[config.mk]
export PLATFORM = sky130hd
export DESIGN_NAME = control_unit_pipe
export DESIGN_NICKNAME = d
export VERILOG_FILES = /design/src/rtl/cpu_ctrl_pkg.sv /design/src/rtl/ctrl_decode.sv /design/src/rtl/control_unit_pipe.sv
export SDC_FILE = /design/constraint.sdc
export NUM_CORES = 1
export LEC_CHECK = 0
export BUFFER_PORTS_ARGS = -buffer_cell sky130_fd_sc_hd__buf_4
export CAP_MARGIN = 20
export CORE_ASPECT_RATIO = 0.75
export CORE_MARGIN = 3
export CORE_UTILIZATION = 50
export DETAILED_ROUTE_END_ITERATION = 8
export PLACE_DENSITY = 0.86
export REMOVE_ABC_BUFFERS = 1
export SYNTH_ARGS = -nofsm -noshare
export SYNTH_HDL_FRONTEND = slang
export SYNTH_SLANG_ARGS = --single-unit
[constraint.sdc]
create_clock -name clk -period 4.9 [get_ports clk]
set_clock_uncertainty 0.15 [all_clocks]
set_input_delay 0.245 -clock clk [delete_from_list [all_inputs] [get_ports clk]]
set_output_delay 0.245 -clock clk [all_outputs]
set_load 0.03 [all_outputs]
[src/rtl/cpu_ctrl_pkg.sv]
// Shared types for the pipelined control unit: opcode encodings, ALU-op codes,
// per-stage control bundles and the branch-condition helper.
package cpu_ctrl_pkg;

    localparam int ALU_BITS = 3;

    typedef enum logic [3:0] {
        OP_SUB  = 4'b0000,
        OP_ADD  = 4'b0001,
        OP_LSL  = 4'b0010,
        OP_NEG  = 4'b0011,
        OP_BEQ  = 4'b0100,
        OP_BGT  = 4'b0101,
        OP_BLT  = 4'b0110,
        OP_B    = 4'b0111,
        OP_MOVI = 4'b1000,
        OP_LDR  = 4'b1001,
        OP_STR  = 4'b1010,
        OP_CMP  = 4'b1011,
        OP_MOVR = 4'b1100
    } opcode_e;

    localparam logic [ALU_BITS-1:0] ALU_SUB = 3'b000;
    localparam logic [ALU_BITS-1:0] ALU_ADD = 3'b001;
    localparam logic [ALU_BITS-1:0] ALU_LSL = 3'b010;
    localparam logic [ALU_BITS-1:0] ALU_NEG = 3'b011;
    localparam logic [ALU_BITS-1:0] ALU_STR = 3'b100;
    localparam logic [ALU_BITS-1:0] ALU_CMP = 3'b101;

    // Immediate-field select: register operand, move immediate, memory offset, shift amount.
    localparam logic [1:0] RI_REG   = 2'b00;
    localparam logic [1:0] RI_IMM   = 2'b01;
    localparam logic [1:0] RI_MEM   = 2'b10;
    localparam logic [1:0] RI_SHAMT = 2'b11;

    localparam logic [1:0] MM_NONE  = 2'b00;
    localparam logic [1:0] MM_LOAD  = 2'b01;
    localparam logic [1:0] MM_STORE = 2'b10;

    typedef enum logic [2:0] {
        BR_NONE = 3'd0,
        BR_EQ   = 3'd1,
        BR_GT   = 3'd2,
        BR_LT   = 3'd3,
        BR_AL   = 3'd4
    } br_e;

    typedef struct packed {
        logic [ALU_BITS-1:0] alu_op;
        logic [1:0]          ri;
        logic                alu_mux;   // ALU B operand from immediate
        logic                am;        // ALU result is a memory address
    } ex_ctrl_t;

    // wce marks a flag-updating instruction (cmp); the flags load while it sits in EX.
    typedef struct packed {
        logic [1:0] mm;
        logic       wme1;   // data-memory write (store)
        logic       wme2;   // data-memory read (load)
        logic       wce;
    } mem_ctrl_t;

    // live distinguishes a real instruction (including branches/cmp/str) from a bubble.
    typedef struct packed {
        logic live;
        logic wbs;       // write-back data from memory
        logic wre;
        logic wm;        // write-back from a move
        logic reg_dest;  // destination taken from the immediate-format field
    } wb_ctrl_t;

    typedef struct packed {
        ex_ctrl_t  ex;
        mem_ctrl_t mem;
        wb_ctrl_t  wb;
    } ex_stage_t;

    typedef struct packed {
        mem_ctrl_t mem;
        wb_ctrl_t  wb;
    } mem_stage_t;

    function automatic logic branch_taken(input br_e br, input logic n, input logic z);
        case (br)
            BR_EQ:   return z;
            BR_GT:   return !n;
            BR_LT:   return n;
            BR_AL:   return 1'b1;
            default: return 1'b0;
        endcase
    endfunction

endpackage

[src/rtl/ctrl_decode.sv]
// Combinational ID-stage decoder: opcode -> full EX/MEM/WB control bundle and branch kind.
// Unknown opcodes and an empty ID slot decode as an all-zero bubble.
module ctrl_decode
    import cpu_ctrl_pkg::*;
#(
    parameter int OPW = 4
) (
    input  logic [OPW-1:0] i_opcode,
    input  logic           i_valid,
    output ex_stage_t      o_ctrl,
    output br_e            o_br
);

    logic [31:0] w_opx;
    logic        w_legal;

    // Wider opcode buses only carry legal codes when their upper bits are zero.
    assign w_opx   = 32'(i_opcode);
    assign w_legal = i_valid && (w_opx[31:4] == 28'd0);

    always_comb begin
        o_ctrl = '0;
        o_br   = BR_NONE;
        if (w_legal) begin
            case (opcode_e'(w_opx[3:0]))
                OP_SUB: begin
                    o_ctrl.ex.alu_op = ALU_SUB;
                    o_ctrl.wb.live   = 1'b1;
                    o_ctrl.wb.wre    = 1'b1;
                end
                OP_ADD: begin
                    o_ctrl.ex.alu_op = ALU_ADD;
                    o_ctrl.wb.live   = 1'b1;
                    o_ctrl.wb.wre    = 1'b1;
                end
                OP_LSL: begin
                    o_ctrl.ex.alu_op  = ALU_LSL;
                    o_ctrl.ex.ri      = RI_SHAMT;
                    o_ctrl.ex.alu_mux = 1'b1;
                    o_ctrl.wb.live    = 1'b1;
                    o_ctrl.wb.wre     = 1'b1;
                end
                OP_NEG: begin
                    o_ctrl.ex.alu_op = ALU_NEG;
                    o_ctrl.wb.live   = 1'b1;
                    o_ctrl.wb.wre    = 1'b1;
                end
                OP_BEQ: begin
                    o_ctrl.wb.live = 1'b1;
                    o_br           = BR_EQ;
                end
                OP_BGT: begin
                    o_ctrl.wb.live = 1'b1;
                    o_br           = BR_GT;
                end
                OP_BLT: begin
                    o_ctrl.wb.live = 1'b1;
                    o_br           = BR_LT;
                end
                OP_B: begin
                    o_ctrl.wb.live = 1'b1;
                    o_br           = BR_AL;
                end
                OP_MOVI: begin
                    o_ctrl.ex.ri       = RI_IMM;
                    o_ctrl.ex.alu_mux  = 1'b1;
                    o_ctrl.wb.live     = 1'b1;
                    o_ctrl.wb.wre      = 1'b1;
                    o_ctrl.wb.wm       = 1'b1;
                    o_ctrl.wb.reg_dest = 1'b1;
                end
                OP_LDR: begin
                    o_ctrl.ex.alu_op   = ALU_ADD;
                    o_ctrl.ex.ri       = RI_MEM;
                    o_ctrl.ex.alu_mux  = 1'b1;
                    o_ctrl.ex.am       = 1'b1;
                    o_ctrl.mem.mm      = MM_LOAD;
                    o_ctrl.mem.wme2    = 1'b1;
                    o_ctrl.wb.live     = 1'b1;
                    o_ctrl.wb.wbs      = 1'b1;
                    o_ctrl.wb.wre      = 1'b1;
                    o_ctrl.wb.reg_dest = 1'b1;
                end
                OP_STR: begin
                    o_ctrl.ex.alu_op  = ALU_STR;
                    o_ctrl.ex.ri      = RI_MEM;
                    o_ctrl.ex.alu_mux = 1'b1;
                    o_ctrl.ex.am      = 1'b1;
                    o_ctrl.mem.mm     = MM_STORE;
                    o_ctrl.mem.wme1   = 1'b1;
                    o_ctrl.wb.live    = 1'b1;
                end
                OP_CMP: begin
                    o_ctrl.ex.alu_op = ALU_CMP;
                    o_ctrl.mem.wce   = 1'b1;
                    o_ctrl.wb.live   = 1'b1;
                end
                OP_MOVR: begin
                    o_ctrl.wb.live = 1'b1;
                    o_ctrl.wb.wre  = 1'b1;
                    o_ctrl.wb.wm   = 1'b1;
                end
                default: begin
                    o_ctrl = '0;
                    o_br   = BR_NONE;
                end
            endcase
        end
    end

endmodule

[src/rtl/control_unit_pipe.sv]
// Pipelined control unit: EX/MEM/WB control registers, architectural N/Z flags,
// branch resolution in ID with a one-cycle flush, and a retired-instruction counter.
module control_unit_pipe
    import cpu_ctrl_pkg::*;
#(
    parameter int OPW   = 4,
    parameter int ALUW  = 3,
    parameter int CNT_W = 32
) (
    input  logic             clk,
    input  logic             rst_n,
    input  logic             id_valid,
    input  logic [OPW-1:0]   opcode,
    input  logic             stall,
    input  logic             alu_flag_n,
    input  logic             alu_flag_z,
    output logic [ALUW-1:0]  ex_alu_op,
    output logic [1:0]       ex_ri,
    output logic             ex_alu_mux,
    output logic             ex_am,
    output logic [1:0]       mem_mm,
    output logic             mem_wme1,
    output logic             mem_wme2,
    output logic             mem_wce,
    output logic             wb_wbs,
    output logic             wb_wre,
    output logic             wb_wm,
    output logic             wb_reg_dest,
    output logic             ni,
    output logic             flush,
    output logic             flag_n,
    output logic             flag_z,
    output logic [CNT_W-1:0] retired
);

    // Handshake: id_valid qualifies opcode for the current cycle; stall acts as
    // not-ready, so the ID instruction is not consumed and must be presented again,
    // while a bubble enters EX. flush kills the ID instruction outright.

    ex_stage_t        w_dec;
    br_e              w_br;
    ex_stage_t        w_ex_next;
    logic             w_ex_cmp;
    logic             w_n;
    logic             w_z;
    logic             w_taken;
    logic             w_ni;

    ex_stage_t        r_ex;
    mem_stage_t       r_mem;
    wb_ctrl_t         r_wb;
    logic             r_flush;
    logic             r_flag_n;
    logic             r_flag_z;
    logic [CNT_W-1:0] r_retired;

    ctrl_decode #(
        .OPW (OPW)
    ) u_decode (
        .i_opcode (opcode),
        .i_valid  (id_valid),
        .o_ctrl   (w_dec),
        .o_br     (w_br)
    );

    // A cmp in EX has not yet written the flags, so its live result is bypassed.
    assign w_ex_cmp = r_ex.mem.wce;
    assign w_n      = w_ex_cmp ? alu_flag_n : r_flag_n;
    assign w_z      = w_ex_cmp ? alu_flag_z : r_flag_z;
    assign w_taken  = branch_taken(w_br, w_n, w_z);
    assign w_ni     = rst_n && w_taken && !stall && !r_flush;

    assign w_ex_next = (r_flush || stall) ? '0 : w_dec;

    always_ff @(posedge clk or negedge rst_n) begin
        if (!rst_n) begin
            r_ex      <= '0;
            r_mem     <= '0;
            r_wb      <= '0;
            r_flush   <= 1'b0;
            r_flag_n  <= 1'b0;
            r_flag_z  <= 1'b0;
            r_retired <= '0;
        end else begin
            r_ex      <= w_ex_next;
            r_mem.mem <= r_ex.mem;
            r_mem.wb  <= r_ex.wb;
            r_wb      <= r_mem.wb;
            r_flush   <= w_ni;
            if (w_ex_cmp) begin
                r_flag_n <= alu_flag_n;
                r_flag_z <= alu_flag_z;
            end
            if (r_wb.live) begin
                r_retired <= r_retired + CNT_W'(1);
            end
        end
    end

    assign ex_alu_op   = ALUW'(r_ex.ex.alu_op);
    assign ex_ri       = r_ex.ex.ri;
    assign ex_alu_mux  = r_ex.ex.alu_mux;
    assign ex_am       = r_ex.ex.am;
    assign mem_mm      = r_mem.mem.mm;
    assign mem_wme1    = r_mem.mem.wme1;
    assign mem_wme2    = r_mem.mem.wme2;
    assign mem_wce     = r_mem.mem.wce;
    assign wb_wbs      = r_wb.wbs;
    assign wb_wre      = r_wb.wre;
    assign wb_wm       = r_wb.wm;
    assign wb_reg_dest = r_wb.reg_dest;
    assign ni          = w_ni;
    assign flush       = r_flush;
    assign flag_n      = r_flag_n;
    assign flag_z      = r_flag_z;
    assign retired     = r_retired;

endmodule

; ---- Yosys cells after proc, flatten, opt, wreduce, memory -nomap -nowiden
; Cells that the tools add are included.
; W data, S select, Z words.
[word_totals]
register_bits = 67
in_bits = 10
output_inout_bits = 52
wordCells = 79
[classes]
add_sub_neg = 1
n_eq_ne = 16
mux = 17
reduce_logical = 14
[op_table]
columns = operator, n
row1 = $mux W17, 2
row2 = $add A32 B1 Y32 const B, 1
row3 = $eq A4 B4 Y1 const B, 5
row4 = $eq A4 B3 Y1 const B, 4
row5 = $pmux W3 S5, 1
row6 = $reduce_or A13 Y1, 1
row7 = $pmux W3 S4, 1
row8 = $mux W1, 9
row9 = $pmux W3 S3, 1
row10 = $eq A4 B2 Y1 const B, 2
row11 = $reduce_or A2 Y1, 4
row12 = $reduce_or A7 Y1, 1
row13 = $eq A3 B2 Y1 const B, 2
row14 = $pmux W3 S2, 1
row15 = $eq A4 B1 Y1 const B, 1
row16 = $logic_not A4 Y1, 1
row17 = $pmux W1 S4, 1
row18 = $eq A3 B1 Y1 const B, 1
row19 = $eq A3 B3 Y1 const B, 1
row20 = $logic_and A1 B1 Y1, 3
row21 = $logic_not A1 Y1, 3
row22 = $mux W3, 1
row23 = $logic_or A1 B1 Y1, 1

; ---- Logic depth before layout (Yosys ltp)
; Gate-level depths: netlist (run 1).
[depth]
depth_word = 8
depth_mapped = 6
ltp_nobuf = 5

; ---- Cells and area by module
; A second synthesis (run 1) with hierarchy kept.
[unflattened]
hier_cells = 232
hier_area_um2 = 2797.7
[modules_own_cells]
columns = mod, n_inst, cells_per_inst, area_each_um2, seq_area_each_um2
row1 = control_unit_pipe, 1, 195, 2575.0, 1676.6
row2 = ctrl_decode, 1, 37, 222.7, 0.0

; ---- Worst setup path after synthesis (run 1)
; No wires, ideal clock.
[synth_timing]
path_kind = register to register
from = register r_flush (netlist: flush)
to = register r_flush (netlist: flush)
setup_ns = 0.292
t_arrival_ns = 2.582
t_required_ns = 4.458
slack_ns = 1.876
stages_incl_launch_ff = 3
path_buffers = 0
cell_sequence = dfrtp_1 > or3b_1 > a2111oi_0
[synth_between]
elab_chain_cells = 2
[synth_rtl]
columns = item, line
row1 = start: declaration, control_unit_pipe.sv:52  ; logic r_flush;
row2 = start signal: assignment, control_unit_pipe.sv:89  ; r_flush <= w_ni;
row3 = $logic_not A1 Y1, control_unit_pipe.sv:71  ; assign w_ni = rst_n && w_taken && !stall && !r_flush;
row4 = $logic_and A1 B1 Y1, control_unit_pipe.sv:71
row5 = named net ni, control_unit_pipe.sv:29  ; output logic ni,
; The timed path passes the listed nets, and every way through them passes these cells.
; A chain may end at the register's enable or synchronous reset.

; ---- Worst setup path after layout (run 1)
[layout_timing]
from = input rst_n
to = output ni
[layout_between]
elab_chain_cells = 3
[layout_rtl]
columns = item, line
row1 = start: declaration, control_unit_pipe.sv:11  ; input logic rst_n,
row2 = $logic_and A1 B1 Y1 (3 in a row), control_unit_pipe.sv:71
row3 = end: declaration, control_unit_pipe.sv:29
; Every way passes these cells.

==> results of run 1 <==
[cell families after synthesis]
group	Yosys count	synth area share [%]
and+or+nand+nor	78	18.3
DFF	63	63.2
xor gates and xnor gates	31	10.9
buffers and inverters	15	3.46
AOI/OAI and AO/OA	7	1.86
muxes	4	1.76
adders and majority gates	1	0.502
[repair_timing]
item / CTS / global route
endpoints found under the setup margin: 0 / 0
hold endpoints to repair: 68 / 0
hold buffers: 4 / 0
setup buffers: 0 / 0
[Yosys cell counts (2+ instances only)]
cell      number  area (µm²)
buf_4          8        60.1
a21oi_1        3        15.0
xnor2_1       24         210
clkbuf_1       3        11.3
nand3_1       15        75.1
and2_1         3        18.8
nand2b_1       2        12.5
xor2_1         7        61.3
nand4_4        2        42.5
nor2_1        15        56.3
inv_1          4        15.0
nor3_1         3        15.0
and3_1         3        18.8
nand4_1       12        75.1
dfrtp_1       63        1580
nand2_1       15        56.3
mux2_2         3        33.8
[flip-flops by register name, indices dropped and copies added, names as in the netlist, 2 cells and up]
| name | count |
|---|---|
| retired | 32 |
| r_ex | 7 |
| r_mem | 4 |
| ex_alu_op | 3 |
| ex_ri | 2 |
| mem_mm | 2 |
[metal layers]
layer	share of wire, %	GRT usage (%)	up-vias
met5	0	0	-
met4	0.17	5.94	0
met3	9.6	9.15	2
met2	45	26.7	64
met1	45	24.2	817
li1	-	-	802
[worst register-to-register path, cell delays in order (launching register included)]
cell and delay [ps]:
dfrtp_1 450, ha_1 220, nand3_1 120, nor3_2 640, nand4_1 210, xnor2_1 170
[through the flow]
stage	utilization, %	instance area (µm²)	total power, mW	setup slack, ps
6_report	69.5	3220	1.26	2290
4_1_cts	69.5	3220	1.27	2230
5_1_grt	69.5	3220	1.32	2110
2_1_floorplan	-	2420	0.694	1880
3_3_place_gp	63.8	2950	0.766	2810
3_5_place_dp	63.8	2950	0.774	2760
[final cells by class]
class | count | area (µm²)
Multi-Input combinational cell | 121 | 831
Tap cell | 57 | 71.3
Inverter | 4 | 15.0
Clock inverter | 3 | 65.1
Sequential cell | 63 | 1580
Clock buffer | 13 | 159
Timing Repair Buffer | 65 | 498
Fill cell | 339 | 1410
[cells in the final DEF, fill, tap and decap left out, drive strengths merged, types with 5 or more instances in the layout]
| master | count |
|---|---|
| nand3 | 16 |
| xnor2 | 24 |
| dfrtp | 63 |
| xor2 | 7 |
| nor3 | 5 |
| buf | 61 |
| nor2 | 15 |
| clkbuf | 13 |
| nand2 | 15 |
| nand4 | 14 |
[report_power, final]
group	switching [mW]	leakage, nW	internal (mW)
clock network	0.183	0.114	0.314
logic	0.101	0.646	0.0672
registers	0.0458	0.863	0.550
[worst max-delay path by stage]
stage | endpoint | slack (ps)
detailed placement | ni | 2760
CTS | ni | 2230
floorplan | flush$_DFF_PN0_ | 1880
global route | ni | 2110
finish | ni | 2290
global placement | ni | 2810
==> results.yml, run 1 <==
outcome:
  status: "complete, no violations"
yosys:
  yosysWarnings: 0
  postSynthCellCount: 199
  yosysUniqueCellTypes: 31
  synth-main-ff-cell: "dfrtp_1"
  yosysSeqAreaShare_pct: 63.2
  synth_area_mm2: 0.00249
  syn_avg_cell_area_um2: 12.5
  async_flop_share_pct: 100
  synth-edff-count: 0
  ys_ff_latch: 63
floorplanning:
  die_area_mm2: 0.00588
  die_h_um: 67.2
  chipWidth_um: 87.5
  initial_core_util_pct: 53.9
  core-area_mm2: 0.00462
  io_pins: 62
  core.rowCount: 21
sta:
  worst_pin_slew_ps: 808
  slew-limit-headroom_pct: 45.8
  setup_viol: 0
  finalCriticalPeriod_ps: 2610
  hold_violations: 0
  grt_setup_unrepaired: "false"
  fin_crit_sh_pct: 53.3
  fmax_mhz: 383
  maxSlewViolCount: 0
  hold_ws_ps: 23.9
  totalNegativeSetupSlack_ps: 0
drt:
  wl_mm: 4.63
  drt_iter0_markers: 102
  dr.pass1.iters: 4
  vias_per_cell: 5.17
  drc: 0
  via_count: 1685
  wire_per_inst_um: 14.2
  postRouteAntennaNets: 0
grt:
  grt_usage_pct: 18.4
  overflow: 0
  grt_max_degree: 65
  grt_pass1_vias: 1680
  antenna_found_initial: 0
  grt_pass1_wl_mm: 7.95
power:
  p_leak_nw: 1.62
  p_per_area_mw_per_mm2: 392
  peakVddDrop_mv: 0.354
clocking:
  root_buffer: "clkbuf_8"
  cts_buffers: 9
  clockBufferDepth: 2
  clock_latency_ps: 340
  clkSinkCount: 63
  cts_tree: "done"
  htreeDepth: 3
  ctsResizeCount: 0
  clk_pin_slew_ps: 60
job:
  drv_cap: 0
worst_setup_path:
  reg2regPathDepth: 5
  r2r_slack_ps: 2820
  crit_path_top_delay_cell: "buf_4"
  crit_arrival_ps: 2220
  cp_num_cells: 5
  path_max_fanout: 64
  crit_buf_inv: 3
  crit_top_cell: "buf_4"
  end_kind: "primary output"
  critical_path_class: "in -> out"
  startpoint: "rst_n"
  rr_endpoint: "retired[24]$_DFFE_PN0P_"
  cp_top_family: "buffers and inverters"
  cpPeakStageDelay_ps: 600
  path_cells: "dlygate4sd3_1 -> buf_4 -> nand2_1 -> a2111oi_0 -> buf_4"
  worstPathRequired_ps: 4510
  crit_path_start_kind: "input pin"
  worstReg2RegStart: "retired[0]$_DFFE_PN0P_"
cells_and_area:
  final_cells: 326
  drive_gt1_share_pct: 32.0
  area_delta_synth_final_pct: 29.0
  final_nets: 275
  antenna_cells: 0
min_path:
  hold_path_class: "in -> reg"
  whs_endpoint: "r_ex[4]$_DFF_PN0_"
  min_delay_path_depth: 2
  holdCritStartpoint: "opcode[3]"
placement:
  place_hpwl_mm: 3.25
  gp_congestion: 0.788
  numPortBuffers: 61
  dp_cells: 306
No activity file was read; power rests on OpenSTA's default activity.
==> run 2, diff against run 1 <==
ABC_AREA = 1   (was not set)
CORE_UTILIZATION = 48   (was 50)
PLACE_DENSITY = 0.85   (was 0.86)
clock period = 2.4 ns   (was 4.9 ns; I/O delays follow)
==> run 2 against run 1 <==
  * Core utilization is 0.77 points lower
  * Area after synthesis is 8.0% higher
  * Cell count is 33% higher
  * Global-route usage is 1.5 points higher
  * Critical endpoint is now ex_ri[0]$_DFF_PN0_
  * Largest cell class unchanged
  * Highest routed layer unchanged
==> results.yml, run 2 <==
outcome:
  status: "complete, no violations"
drt:
  vias_per_cell: 4.88
  via_count: 2114
  drc: 0
  wire_per_inst_um: 13.7
  wl_mm: 5.95
  drt_iter0_markers: 214
  dr.pass1.iters: 4
  postRouteAntennaNets: 0
sta:
  hold_ws_ps: 197
  fin_ws_ps: 250
  slew-limit-headroom_pct: 49.5
  maxSlewViolCount: 0
  hold_violations: 0
  fin_crit_sh_pct: 89.6
  grt_setup_unrepaired: "false"
  fmax_mhz: 465
  finalCriticalPeriod_ps: 2150
  totalNegativeSetupSlack_ps: 0
  setup_viol: 0
  worst_pin_slew_ps: 757
yosys:
  async_flop_share_pct: 100
  synth_adder_area_share_pct: 0.464
  yosysTopAreaCell: "dfrtp_1"
  synth_commonest_cells: "68 x nand2_1, 63 x dfrtp_1, 34 x inv_1, 34 x nor2_1"
  yosysWarnings: 0
  synthMuxAreaShare_pct: 0.418
  yosysMostFrequentCell: "nand2_1"
  synth-main-ff-cell: "dfrtp_1"
  syn_avg_cell_area_um2: 9.62
  synth_compound_area_share_pct: 2.32
  synth_top_area_share_pct: 58.5
  synth-edff-count: 0
  synth_area_leaders: "dfrtp_1 59%, nand2_1 9.5%, inv_1 4.7%, nor2_1 4.7%, xnor2_1 3.6%"
  yosysSeqAreaShare_pct: 58.5
  yosys.area_share.simple_pct: 25.7
  ys_ff_latch: 63
  yosysUniqueCellTypes: 25
  postSynthCellCount: 280
  synth_area_mm2: 0.00269
  synth_xor_area_share_pct: 5.85
  synth_top_family_by_area: "simple AND/OR/NAND/NOR gates"
worst_setup_path:
  cpPeakStageDelay_ps: 550
  crit_buf_inv: 4
  path_max_fanout: 4
  path_cells: "dlygate4sd3_1 -> buf_4 -> nor2_1 -> inv_1 -> nor2_1 -> nand2_1 -> nor3_1 -> nor2_1 -> nor2_1 -> dlygate4sd3_1"
  end_kind: "flop"
  critical_path_class: "in -> reg"
  crit_path_top_delay_cell: "dlygate4sd3_1"
  crit_arrival_ps: 2270
  crit_path_start_kind: "input pin"
  cp_top_family: "buffers and inverters"
  worstPathRequired_ps: 2520
  crit_top_cell: "nor2_1"
clocking:
  ctsResizeCount: 0
  clkSinkCount: 63
  cts_tree: "done"
  clock_latency_ps: 330
  cts_buffers: 9
  cts_hold_buf: 10
  post_cts_buffers: 0
  root_buffer: "clkbuf_8"
  clk_pin_slew_ps: 60
  htreeDepth: 3
  clockBufferDepth: 2
job:
  drv_cap: 0
floorplanning:
  io_pins: 62
  core-area_mm2: 0.00515
  initial_core_util_pct: 52.3
  die_area_mm2: 0.00656
  die_h_um: 70.9
  chipWidth_um: 92.5
  core.rowCount: 22
cells_and_area:
  most-common-layout-cells: "68 x nand2_1, 63 x dfrtp_1, 62 x buf_4"
  final_common_cell: "nand2_1"
  final_nets: 367
  area_delta_synth_final_pct: 31.4
  antenna_cells: 0
  final_core_utilization_pct: 68.8
  largest_reg_flops: 32
  fillCellCount: 399
  drive_gt1_share_pct: 25.2
min_path:
  hold_path_class: "reg -> reg"
placement:
  place_ws_ps: 643
  place_hpwl_mm: 4.26
  gp_congestion: 0.861
  numPortBuffers: 61
grt:
  antenna_found_initial: 0
  grt_max_degree: 64
  grt_usage_pct: 19.9
  grt_pass1_vias: 2161
  grt_pass1_wl_mm: 9.94
  overflow: 0
power:
  p_leak_nw: 1.86
  p_per_area_mw_per_mm2: 749
  peakVddDrop_mv: 0.524
  power_mw: 2.65
==> run 2: worst paths after layout <==
| path | startpoint | end | slack (ps) | cells past startpoint |
|---|---|---|---|---|
| setup / recovery | stall | ex_ri[0]$_DFF_PN0_ | 250 | 10 |
| hold / removal | r_ex[2]$_DFF_PN0_ | r_mem[2]$_DFF_PN0_ | 200 | 0 |
| max in group asynchronous | rst_n | retired[18]$_DFFE_PN0P_ | 1230 | 3 |
| min in group asynchronous | rst_n | wb_wbs$_DFF_PN0_ | 380 | 3 |
| hold reg to reg | r_ex[2]$_DFF_PN0_ | r_mem[2]$_DFF_PN0_ | 200 | 0 |
| setup reg to reg | flush$_DFF_PN0_ | ex_ri[0]$_DFF_PN0_ | 330 | 8 |
==> run 2: metrics by stage <==
| stage | area (µm²) | std cells |
|---|---|---|
| after global routing | 3540 | 433 |
| final | 3540 | 433 |
| after floorplan | 2640 | 273 |
| after global placement | 3200 | 407 |
| after CTS | 3540 | 433 |
| after detailed placement | 3200 | 407 |
==> run 2: final cells by class <==
cell class / instances / area (µm²) / area share [%]
Tap cell: 72 / 90.1 / 2.55
Inverter: 34 / 128 / 3.61
Clock inverter: 2 / 60.1 / 1.70
Clock buffer: 14 / 183 / 5.16
Timing Repair Buffer: 72 / 566 / 16.0
Sequential cell: 63 / 1580 / 44.5
Multi-Input combinational cell: 176 / 937 / 26.5
==> run 2: per-layer routing <==
| metal | share of wire [%] | global-route usage, % | routed length, µm | vias up |
|---|---|---|---|---|
| met5 | 0 | 0 | 0 | - |
| met4 | 1.5 | 6.59 | 89 | 0 |
| met3 | 8.2 | 7.97 | 485 | 10 |
| met2 | 46 | 31.5 | 2740 | 85 |
| met1 | 44 | 25.2 | 2630 | 998 |
| li1 | - | - | - | 1021 |
==> run 2: cells by family (layout without fill, tap and decap cells) <==
family | after synthesis | count (layout)
XOR/XNOR | 18 | 18
flip-flops | 63 | 63
AO/OA/AOI/OAI | 11 | 11
adder cells (fa/ha/maj) | 1 | 1
multiplexers | 1 | 1
AND/OR/NAND/NOR | 145 | 145
buffers and inverters | 41 | 122
==> run 2: power breakdown <==
part           internal [mW]  total, mW  switching [mW]
Clock                  0.699       1.08           0.378
Sequential              1.13       1.19          0.0652
Combinational          0.147      0.385           0.239
